## src/rtl/uart_tx_if.sv

```systemverilog
// ---------------------------------------------------------------------------
// uart_tx_if
// Connection bundle between a byte source and the UART transmitter.
//   P_DATA     : parallel byte to send (source -> tx)
//   DATA_VALID : one-cycle strobe qualifying P_DATA (source -> tx)
//   PAR_EN     : insert a parity bit (source -> tx)
//   PAR_TYP    : 0 even parity, 1 odd parity (source -> tx)
//   PRESCALE   : clock cycles per serial bit, 0 treated as 1 (source -> tx)
//   TX_OUT     : serial line, idles high (tx -> line/source)
//   busy       : frame in progress (tx -> source)
// master = byte source, slave = transmitter.
// ---------------------------------------------------------------------------
interface uart_tx_if #(
   parameter int BUS_WIDTH   = 8,
   parameter int PRESC_WIDTH = 6
);
   logic [BUS_WIDTH-1:0]   P_DATA;
   logic                   DATA_VALID;
   logic                   PAR_EN;
   logic                   PAR_TYP;
   logic [PRESC_WIDTH-1:0] PRESCALE;
   logic                   TX_OUT;
   logic                   busy;

   modport master (
      output P_DATA, DATA_VALID, PAR_EN, PAR_TYP, PRESCALE,
      input  TX_OUT, busy
   );

   modport slave (
      input  P_DATA, DATA_VALID, PAR_EN, PAR_TYP, PRESCALE,
      output TX_OUT, busy
   );
endinterface

```

## src/rtl/uart_tx.sv

```systemverilog
// ---------------------------------------------------------------------------
// uart_tx
// UART transmitter: takes a byte on a one-cycle DATA_VALID strobe and sends
// start bit (0), data LSB first, optional parity, stop bit (1). Every bit is
// held for PRESCALE clock cycles (0 behaves as 1). Strobes arriving while a
// frame is in progress are dropped.
// Ports:
//   CLK : clock, rising edge
//   RST : asynchronous active-low reset
//   bus : uart_tx_if.slave (P_DATA, DATA_VALID, PAR_EN, PAR_TYP, PRESCALE in;
//         TX_OUT, busy out, both straight from flops)
// ---------------------------------------------------------------------------
module uart_tx #(
   parameter int BUS_WIDTH   = 8,
   parameter int PRESC_WIDTH = 6
) (
   input  logic     CLK,
   input  logic     RST,
   uart_tx_if.slave bus
);
   localparam int IDX_W = (BUS_WIDTH > 1) ? $clog2(BUS_WIDTH) : 1;

   typedef enum logic [2:0] {IDLE, START, DATA, PARITY, STOP} state_t;

   state_t                 r_state,   w_state_next;
   logic [BUS_WIDTH-1:0]   r_shift,   w_shift_next;
   logic [IDX_W-1:0]       r_idx,     w_idx_next;
   logic [PRESC_WIDTH-1:0] r_presc,   w_presc_next;
   logic [PRESC_WIDTH-1:0] r_cnt,     w_cnt_next;
   logic                   r_par_en,  w_par_en_next;
   logic                   r_parity,  w_parity_next;
   logic                   r_tx,      w_tx_next;
   logic                   r_busy,    w_busy_next;

   logic [PRESC_WIDTH-1:0] w_presc_in;
   logic                   w_bit_done;

   assign w_presc_in = (bus.PRESCALE == '0) ? PRESC_WIDTH'(1) : bus.PRESCALE;
   assign w_bit_done = (r_cnt == (r_presc - PRESC_WIDTH'(1)));

   assign bus.TX_OUT = r_tx;
   assign bus.busy   = r_busy;

   always_ff @(posedge CLK or negedge RST) begin
      if (!RST) begin
         r_state  <= IDLE;
         r_shift  <= '0;
         r_idx    <= '0;
         r_presc  <= '0;
         r_cnt    <= '0;
         r_par_en <= 1'b0;
         r_parity <= 1'b0;
         r_tx     <= 1'b1;
         r_busy   <= 1'b0;
      end else begin
         r_state  <= w_state_next;
         r_shift  <= w_shift_next;
         r_idx    <= w_idx_next;
         r_presc  <= w_presc_next;
         r_cnt    <= w_cnt_next;
         r_par_en <= w_par_en_next;
         r_parity <= w_parity_next;
         r_tx     <= w_tx_next;
         r_busy   <= w_busy_next;
      end
   end

   // TX_OUT is registered, so the line value for a bit is loaded on the
   // same edge that enters that bit's state.
   always_comb begin
      w_state_next  = r_state;
      w_shift_next  = r_shift;
      w_idx_next    = r_idx;
      w_presc_next  = r_presc;
      w_cnt_next    = r_cnt;
      w_par_en_next = r_par_en;
      w_parity_next = r_parity;
      w_tx_next     = r_tx;
      w_busy_next   = r_busy;

      if (r_state != IDLE) begin
         w_cnt_next = w_bit_done ? '0 : r_cnt + PRESC_WIDTH'(1);
      end

      case (r_state)
         IDLE: begin
            w_tx_next   = 1'b1;
            w_busy_next = 1'b0;
            if (bus.DATA_VALID) begin
               w_shift_next  = bus.P_DATA;
               w_par_en_next = bus.PAR_EN;
               // Parity is resolved at capture; PAR_TYP flips even to odd.
               w_parity_next = (^bus.P_DATA) ^ bus.PAR_TYP;
               w_presc_next  = w_presc_in;
               w_cnt_next    = '0;
               w_idx_next    = '0;
               w_state_next  = START;
               w_tx_next     = 1'b0;
               w_busy_next   = 1'b1;
            end
         end
         START: begin
            if (w_bit_done) begin
               w_state_next = DATA;
               w_idx_next   = '0;
               w_tx_next    = r_shift[0];
            end
         end
         DATA: begin
            if (w_bit_done) begin
               if (r_idx == IDX_W'(BUS_WIDTH - 1)) begin
                  if (r_par_en) begin
                     w_state_next = PARITY;
                     w_tx_next    = r_parity;
                  end else begin
                     w_state_next = STOP;
                     w_tx_next    = 1'b1;
                  end
               end else begin
                  // Shift so the next data bit always sits at position 0.
                  w_shift_next = r_shift >> 1;
                  w_tx_next    = r_shift[1];
                  w_idx_next   = r_idx + IDX_W'(1);
               end
            end
         end
         PARITY: begin
            if (w_bit_done) begin
               w_state_next = STOP;
               w_tx_next    = 1'b1;
            end
         end
         STOP: begin
            if (w_bit_done) begin
               w_state_next = IDLE;
               w_tx_next    = 1'b1;
               w_busy_next  = 1'b0;
            end
         end
         default: begin
            w_state_next = IDLE;
            w_tx_next    = 1'b1;
            w_busy_next  = 1'b0;
         end
      endcase
   end
endmodule

```

## src/flat_wrapper.sv

```systemverilog
// flat-port wrapper written by rule: the top's interface ports become plain ports
module uart_tx_flat 
#(
   parameter int BUS_WIDTH   = 8,
   parameter int PRESC_WIDTH = 6
)
  (CLK, RST, bus_P_DATA, bus_DATA_VALID, bus_PAR_EN, bus_PAR_TYP, bus_PRESCALE, bus_TX_OUT, bus_busy);
  uart_tx_if #(.BUS_WIDTH(BUS_WIDTH), .PRESC_WIDTH(PRESC_WIDTH)) bus_i ();
  input  logic CLK;
  input  logic RST;
  input wire logic [$bits(bus_i.P_DATA)-1:0] bus_P_DATA;
  input wire logic [$bits(bus_i.DATA_VALID)-1:0] bus_DATA_VALID;
  input wire logic [$bits(bus_i.PAR_EN)-1:0] bus_PAR_EN;
  input wire logic [$bits(bus_i.PAR_TYP)-1:0] bus_PAR_TYP;
  input wire logic [$bits(bus_i.PRESCALE)-1:0] bus_PRESCALE;
  output wire logic [$bits(bus_i.TX_OUT)-1:0] bus_TX_OUT;
  output wire logic [$bits(bus_i.busy)-1:0] bus_busy;
  assign bus_i.P_DATA = bus_P_DATA;
  assign bus_i.DATA_VALID = bus_DATA_VALID;
  assign bus_i.PAR_EN = bus_PAR_EN;
  assign bus_i.PAR_TYP = bus_PAR_TYP;
  assign bus_i.PRESCALE = bus_PRESCALE;
  assign bus_TX_OUT = bus_i.TX_OUT;
  assign bus_busy = bus_i.busy;
  uart_tx #(.BUS_WIDTH(BUS_WIDTH), .PRESC_WIDTH(PRESC_WIDTH)) u_core (.CLK(CLK), .RST(RST), .bus(bus_i));
endmodule
```

## config.mk

```make
export PLATFORM = sky130hd
export DESIGN_NAME = uart_tx_flat
export DESIGN_NICKNAME = d
export VERILOG_FILES = /design/src/rtl/uart_tx_if.sv /design/src/rtl/uart_tx.sv /design/src/flat_wrapper.sv
export SDC_FILE = /design/constraint.sdc
export NUM_CORES = 1
export LEC_CHECK = 0
export BUFFER_PORTS_ARGS = -buffer_cell sky130_fd_sc_hd__clkbuf_2
export CORE_MARGIN = 2
export CORE_UTILIZATION = 50
export CTS_CLUSTER_DIAMETER = 150
export CTS_CLUSTER_SIZE = 20
export DETAILED_ROUTE_END_ITERATION = 7
export PLACE_DENSITY_LB_ADDON = 0.05
export SKIP_CTS_REPAIR_TIMING = 1
export SYNTH_ARGS = -nofsm -noshare
export SYNTH_HDL_FRONTEND = slang
export SYNTH_SLANG_ARGS = --single-unit
export TNS_END_PERCENT = 100
```

## constraint.sdc

```tcl
create_clock -name CLK -period 2.4 [get_ports CLK]
set_input_delay 0.24 -clock CLK [delete_from_list [all_inputs] [get_ports CLK]]
set_output_delay 0.24 -clock CLK [all_outputs]
set_load 0.005 [all_outputs]
```

==> impl_metrics.tcl, run 1 <==
set metrics [dict create \
    tightest_slew_ns 0.755 \
    crit_path_end_kind "flop" \
    synthFlopType "dfrtp_1" \
    rsz0062_at_grt "false" \
    via_per_inst 5.76 \
    post-route-drc-count 0 \
    netSwitchingFraction 0.213 \
    final_cell_mix "nand2_1, dfrtp_1, clkbuf_2, a21oi_1, nor2_1" \
    area_delta_synth_final_pct 13.7 \
    core-area_um2 3720 \
    synth_warnings 0 \
    nets 268 \
    initial_core_util 0.529 \
    startpoint_type "flop" \
    seqCellArea_um2 752 \
    vias 1692 \
    wl_um 4610 \
    grt_max_degree 31 \
    hold_violations 0 \
    crit_type "reg -> reg" \
    pwr-share-comb 0.072 \
    num_antenna_cells 0 \
    finClkSkew_ns 0.00410 \
    ys_seq_elements 30 \
    first_global_vias 1649 \
    synth_cell_type_count 43 \
    cts_tree "yes" \
    relSlewSlack 0.496 \
    rows 22 \
    ant_nets 0 \
    first_iter_violations 76 \
    leakage_nw 0.953 \
    cts_buffers 5 \
    grt-ovfl-total 0 \
    r2r_cells 6 \
    synth_edf_count 0 \
    clockRootBuffer "clkbuf_8" \
    cap_violations 0 \
    timing.fmax_ghz 0.463 \
    final_common_cell "nand2_1" \
    seqPwrFrac 0.481 \
    ys_seq_area_frac 0.382 \
    grt_pass1_wl_um 7720 \
    die-area_um2 4450 \
    irDropWorstVdd_mv 0.345 \
    track_usage 0.234 \
    routabilityCongestion 0.811 \
    wl_per_cell_um 15.7 \
    worstPathArrival_ns 2.35 \
    cp.required_ns 2.59 \
    synth_area_per_cell_um2 8.90 \
    insertion_delay_ns 0.28 \
    p_int_w 0.000828 \
    layout-drive-gt1-share 0.211 \
    postSynthCellCount 221 \
    synthArstFlopShare 1.00 \
    min_period_ns 2.16 \
    hpwl_um 3360 \
    clk_pin_slew_ns 0.06 \
    final.period_utilization 0.900 \
    finalSetupTns_ns 0 \
    htreeDepth 2 \
    power.switching_w 0.000224 \
    finalSetupViolCount 0 \
    io_buffers 20 \
    hold_path.class "in -> async" \
    die_y_um 66.7 \
    total_power_w 0.00105 \
    antenna_found_initial 0 \
    clkPwrFrac 0.448 \
    io_pins 21 \
    synth_area_um2 1970 \
    syn-num-nets 244 \
    multi_input_area_um2 1140 \
    slew_viol_final 0 \
    power.density_nw_per_um2 470 \
    fillers 340 \
    status "finished clean" \
    die_w_um 66.7 \
    crit_fanout 10 \
    clockBufferDepth 2 \
    drt-pass1-iter-count 4 \
    cts.sinks 30 \
]
==> worst max-delay path, stage by stage (launching register included) <==
cell and delay (ns):
dfrtp_1 0.45, or4_4 0.55, o21ai_1 0.12, and4bb_1 0.41, buf_4 0.24, a31oi_1 0.10
a211oi_1 0.20
==> Yosys cell counts (all sizes together), types with 5 or more instances <==
master	instances	area [µm²]
nand2	40	150
dfrtp	29	726
a21oi	17	85.1
nor2	15	56.3
xnor2	11	96.3
nor2b	9	56.3
o21ai	9	45.0
nand3	8	40.0
inv	7	26.3
nand4	7	43.8
o211ai	7	87.6
xor2	7	61.3
a32o	5	50.1
buf	5	42.5
clkbuf	5	18.8
nor3	5	30.0
==> path summary, 6_finish.rpt <==
path	startpoint	to	slack, ns
setup / recovery	u_core.r_presc[2]	u_core.r_state[0]	0.24
hold / removal	RST	u_core.r_cnt[4]	0.02
setup reg to reg	u_core.r_presc[2]	u_core.r_state[0]	0.24
hold reg to reg	u_core.r_parity	u_core.r_parity	0.51
max in group asynchronous	RST	u_core.r_idx[1]	1.90
min in group CLK	bus_PRESCALE[3]	u_core.r_presc[3]	0.17
==> power by group through the flow <==
stage	registers [W]	clock network, W	logic (W)
after global placement	0.000515	0	0.0000748
final	0.000506	0.000471	0.0000753
after CTS	0.000506	0.000486	0.0000770
after floorplan	0.000515	0	0.0000406
after detailed placement	0.000515	0	0.0000768
after global routing	0.000505	0.000510	0.0000843
==> registers in the layout (all words and copies together) (netlist names) <==
register           count
u_core.bus.busy        1
u_core.r_presc         6
u_core.r_cnt           6
u_core.r_parity        1
u_core.bus.TX_OUT      1
u_core.r_par_en        1
u_core.r_state         3
u_core.r_idx           3
u_core.r_shift         8
==> cell type report <==
cell class / instances / area share
Clock buffer: 8 / 0.0492
Inverter: 7 / 0.0117
Multi-Input combinational cell: 174 / 0.508
Sequential cell: 30 / 0.336
Tap cell: 48 / 0.0268
Timing Repair Buffer: 27 / 0.0682
==> metal layers <==
metal / up-vias / part of all wire / wire length (µm) / GRT usage
met5: - / 0 / 0 / 0
met4: 0 / 0.011 / 51 / 0.0816
met3: 5 / 0.049 / 226 / 0.0456
met2: 46 / 0.49 / 2240 / 0.393
met1: 810 / 0.45 / 2090 / 0.299
li1: 831 / - / - / -
==> stage by stage <==
stage / instance area, µm² / cells / hold slack (ns) / setup slack (ns) / util
after floorplan: 1970 / 221 / -0.0556 / 0.369 / -
after global placement: 2120 / 286 / 0.345 / 0.237 / 0.570
after detailed placement: 2120 / 286 / 0.339 / 0.184 / 0.570
after CTS: 2230 / 294 / 0.0351 / 0.170 / 0.600
after global routing: 2240 / 294 / 0.0743 / 0.0811 / 0.602
final: 2240 / 294 / 0.0194 / 0.239 / 0.602
==> logic make-up (layout without fill, tap and decap cells) <==
| logic type | after synthesis | in the layout | synth area share |
|---|---|---|---|
| AOI/OAI and AO/OA | 50 | 50 | 0.197 |
| xor gates and xnor gates | 18 | 18 | 0.0802 |
| adders and majority gates | 4 | 4 | 0.0254 |
| buffers and inverters | 17 | 42 | 0.0445 |
| DFF | 30 | 30 | 0.382 |
| muxes | 4 | 4 | 0.0204 |
| and+or+nand+nor | 98 | 98 | 0.251 |
Power figures use the tool's default switching activity.
==> run 2, diff against run 1 <==
--- a/config.mk
+++ b/config.mk
@@ -8,3 +8,2 @@
 export BUFFER_PORTS_ARGS = -buffer_cell sky130_fd_sc_hd__clkbuf_2
-export CORE_MARGIN = 2
 export CORE_UTILIZATION = 50
==> constraint.sdc (replaced) <==
create_clock -name CLK -period 2.4 [get_ports CLK]
set_input_delay 0.48 -clock CLK [delete_from_list [all_inputs] [get_ports CLK]]
set_output_delay 0.48 -clock CLK [all_outputs]
set_load 0.005 [all_outputs]
==> run 2 against run 1 <==
- utilization is 1.2 points lower
- fmax is 3.1% lower
- die area is 5.9% lower
- sequential share of layout area is 0.67 points higher
- flip-flop and latch count stayed put
- worst hold slack better by 0.25 ns
- largest cell class unchanged
==> impl_metrics.tcl, run 2 (synthesized netlist as in run 1, its figures left out) <==
set metrics [dict create \
    tightest_slew_ns 0.929 \
    final_cell_mix "nand2_1, dfrtp_1, clkbuf_2, a21oi_1, nor2_1" \
    grt-ovfl-total 0 \
    finClkSkew_ns 0.00271 \
    final.period_utilization 0.929 \
    critPathMaxStageDelay_ns 0.41 \
    die_y_um 64.7 \
    power.density_nw_per_um2 454 \
    rsz0062_at_grt "false" \
    rows 22 \
    cts_tree "yes" \
    vias 1694 \
    timing.fmax_ghz 0.449 \
    die_w_um 64.7 \
    first_iter_violations 127 \
    initial_core_util 0.529 \
    io_buffers 20 \
    grt_pass1_wl_um 8110 \
    place_ws_ns 0.195 \
    ant_nets 0 \
    layout-drive-gt1-share 0.197 \
    num_antenna_cells 0 \
    wl_um 4540 \
    slew_viol_final 0 \
    regMostFlops "u_core.r_shift" \
    cp.required_ns 2.54 \
    nets 266 \
    crit_type "reg -> reg" \
    wl_per_cell_um 15.5 \
    track_usage 0.258 \
    htreeDepth 2 \
    cap_violations 0 \
    min_period_ns 2.23 \
    clk_pin_slew_ns 0.06 \
    core-area_um2 3720 \
    insertion_delay_ns 0.28 \
    crit_path_end_kind "flop" \
    clockBufferDepth 2 \
    via_per_inst 5.80 \
    die-area_um2 4190 \
    finalSetupViolCount 0 \
    finalSetupTns_ns 0 \
    largest_reg_flops 8 \
    timing.rr.start "u_core.r_presc[0]" \
    final_common_cell "nand2_1" \
    slowest_stage "dfrtp_1" \
    area_delta_synth_final_pct 11.5 \
    hold_path.class "in -> async" \
    reg_top3 "u_core.r_shift x8, u_core.r_cnt x6, u_core.r_presc x6" \
    hold_violations 0 \
    io_pins 21 \
    irDropWorstVdd_mv 0.218 \
    status "finished clean" \
    crit_fanout 16 \
    path_cells "inv_1 -> ha_1 -> nor2b_1 -> or3_1 -> a31oi_2 -> buf_4 -> and2_4 -> o32ai_1" \
    clockRootBuffer "clkbuf_8" \
    post-route-drc-count 0 \
    hpwl_um 3230 \
    fin_cells 292 \
    worstPathArrival_ns 2.37 \
    leakage_nw 0.930 \
    layout_setup_ws_ns 0.171 \
    drt-pass1-iter-count 4 \
    relSlewSlack 0.379 \
    cts_buffers 5 \
    antenna_found_initial 0 \
    grt_max_degree 31 \
    routabilityCongestion 0.823 \
    fillers 353 \
    startpoint "u_core.r_presc[0]" \
    first_global_vias 1727 \
    dp.cells 284 \
    cts.sinks 30 \
    startpoint_type "flop" \
]
==> run 2: cell count changes in the layout (fill, tap and decap cells not counted), sizes merged <==
cell | previous run | this run
buf | 7 | 5
==> run 2: path summary, 6_finish.rpt <==
| path | end | slack (ns) | depth (start not counted) |
|---|---|---|---|
| setup / recovery | u_core.bus.busy | 0.17 | 8 |
| max in group asynchronous | u_core.r_shift[4] | 1.65 | 1 |
| min in group CLK | u_core.r_par_en | 0.40 | 3 |
| hold reg to reg | u_core.r_presc[5] | 0.53 | 2 |
| setup reg to reg | u_core.bus.busy | 0.17 | 8 |
| hold / removal | u_core.r_cnt[2] | 0.26 | 1 |
==> run 2: final cells by class <==
| class | instances | area, µm² | area share |
|---|---|---|---|
| multi-input cells | 174 | 1130 | 0.514 |
| inverters | 7 | 26.3 | 0.0120 |
| well taps | 48 | 60.1 | 0.0274 |
| clock buffers | 8 | 90.1 | 0.0411 |
| repair buffers | 25 | 138 | 0.0627 |
| flip-flops and latches | 30 | 752 | 0.343 |
==> run 2: per-layer routing <==
layer / track usage / vias to the layer above / wire length (µm)
met5: 0 / - / 0
met4: 0.0750 / 0 / 36
met3: 0.0528 / 4 / 191
met2: 0.431 / 50 / 2250
met1: 0.334 / 808 / 2060
li1: - / 832 / -
==> run 2: through the flow <==
step	instance area [µm²]	power, W	util	hold WS [ns]
floorplan	1970	0.000556	-	0.184
global placement	2100	0.000589	0.566	0.504
detailed placement	2100	0.000591	0.566	0.518
CTS	2190	0.00101	0.590	0.284
global route	2190	0.00104	0.590	0.322
finish	2190	0.000995	0.590	0.265
==> run 2: where the power goes <==
| group | total, W | internal [W] | switching (W) |
|---|---|---|---|
| sequential | 0.000506 | 0.000506 | 0 |
| combinational | 0.0000758 | 0.0000331 | 0.0000427 |
| clock | 0.000414 | 0.000233 | 0.000180 |
| total | 0.000995 | 0.000772 | 0.000223 |
==> run 2: worst max-delay path, delay by kind of cell, from the launching register on <==
kind	cells	cell delay, ns
simple gates	3	0.82
flops	1	0.41
buf+inv	2	0.34
compound gates	2	0.28
fa+ha+maj	1	0.24
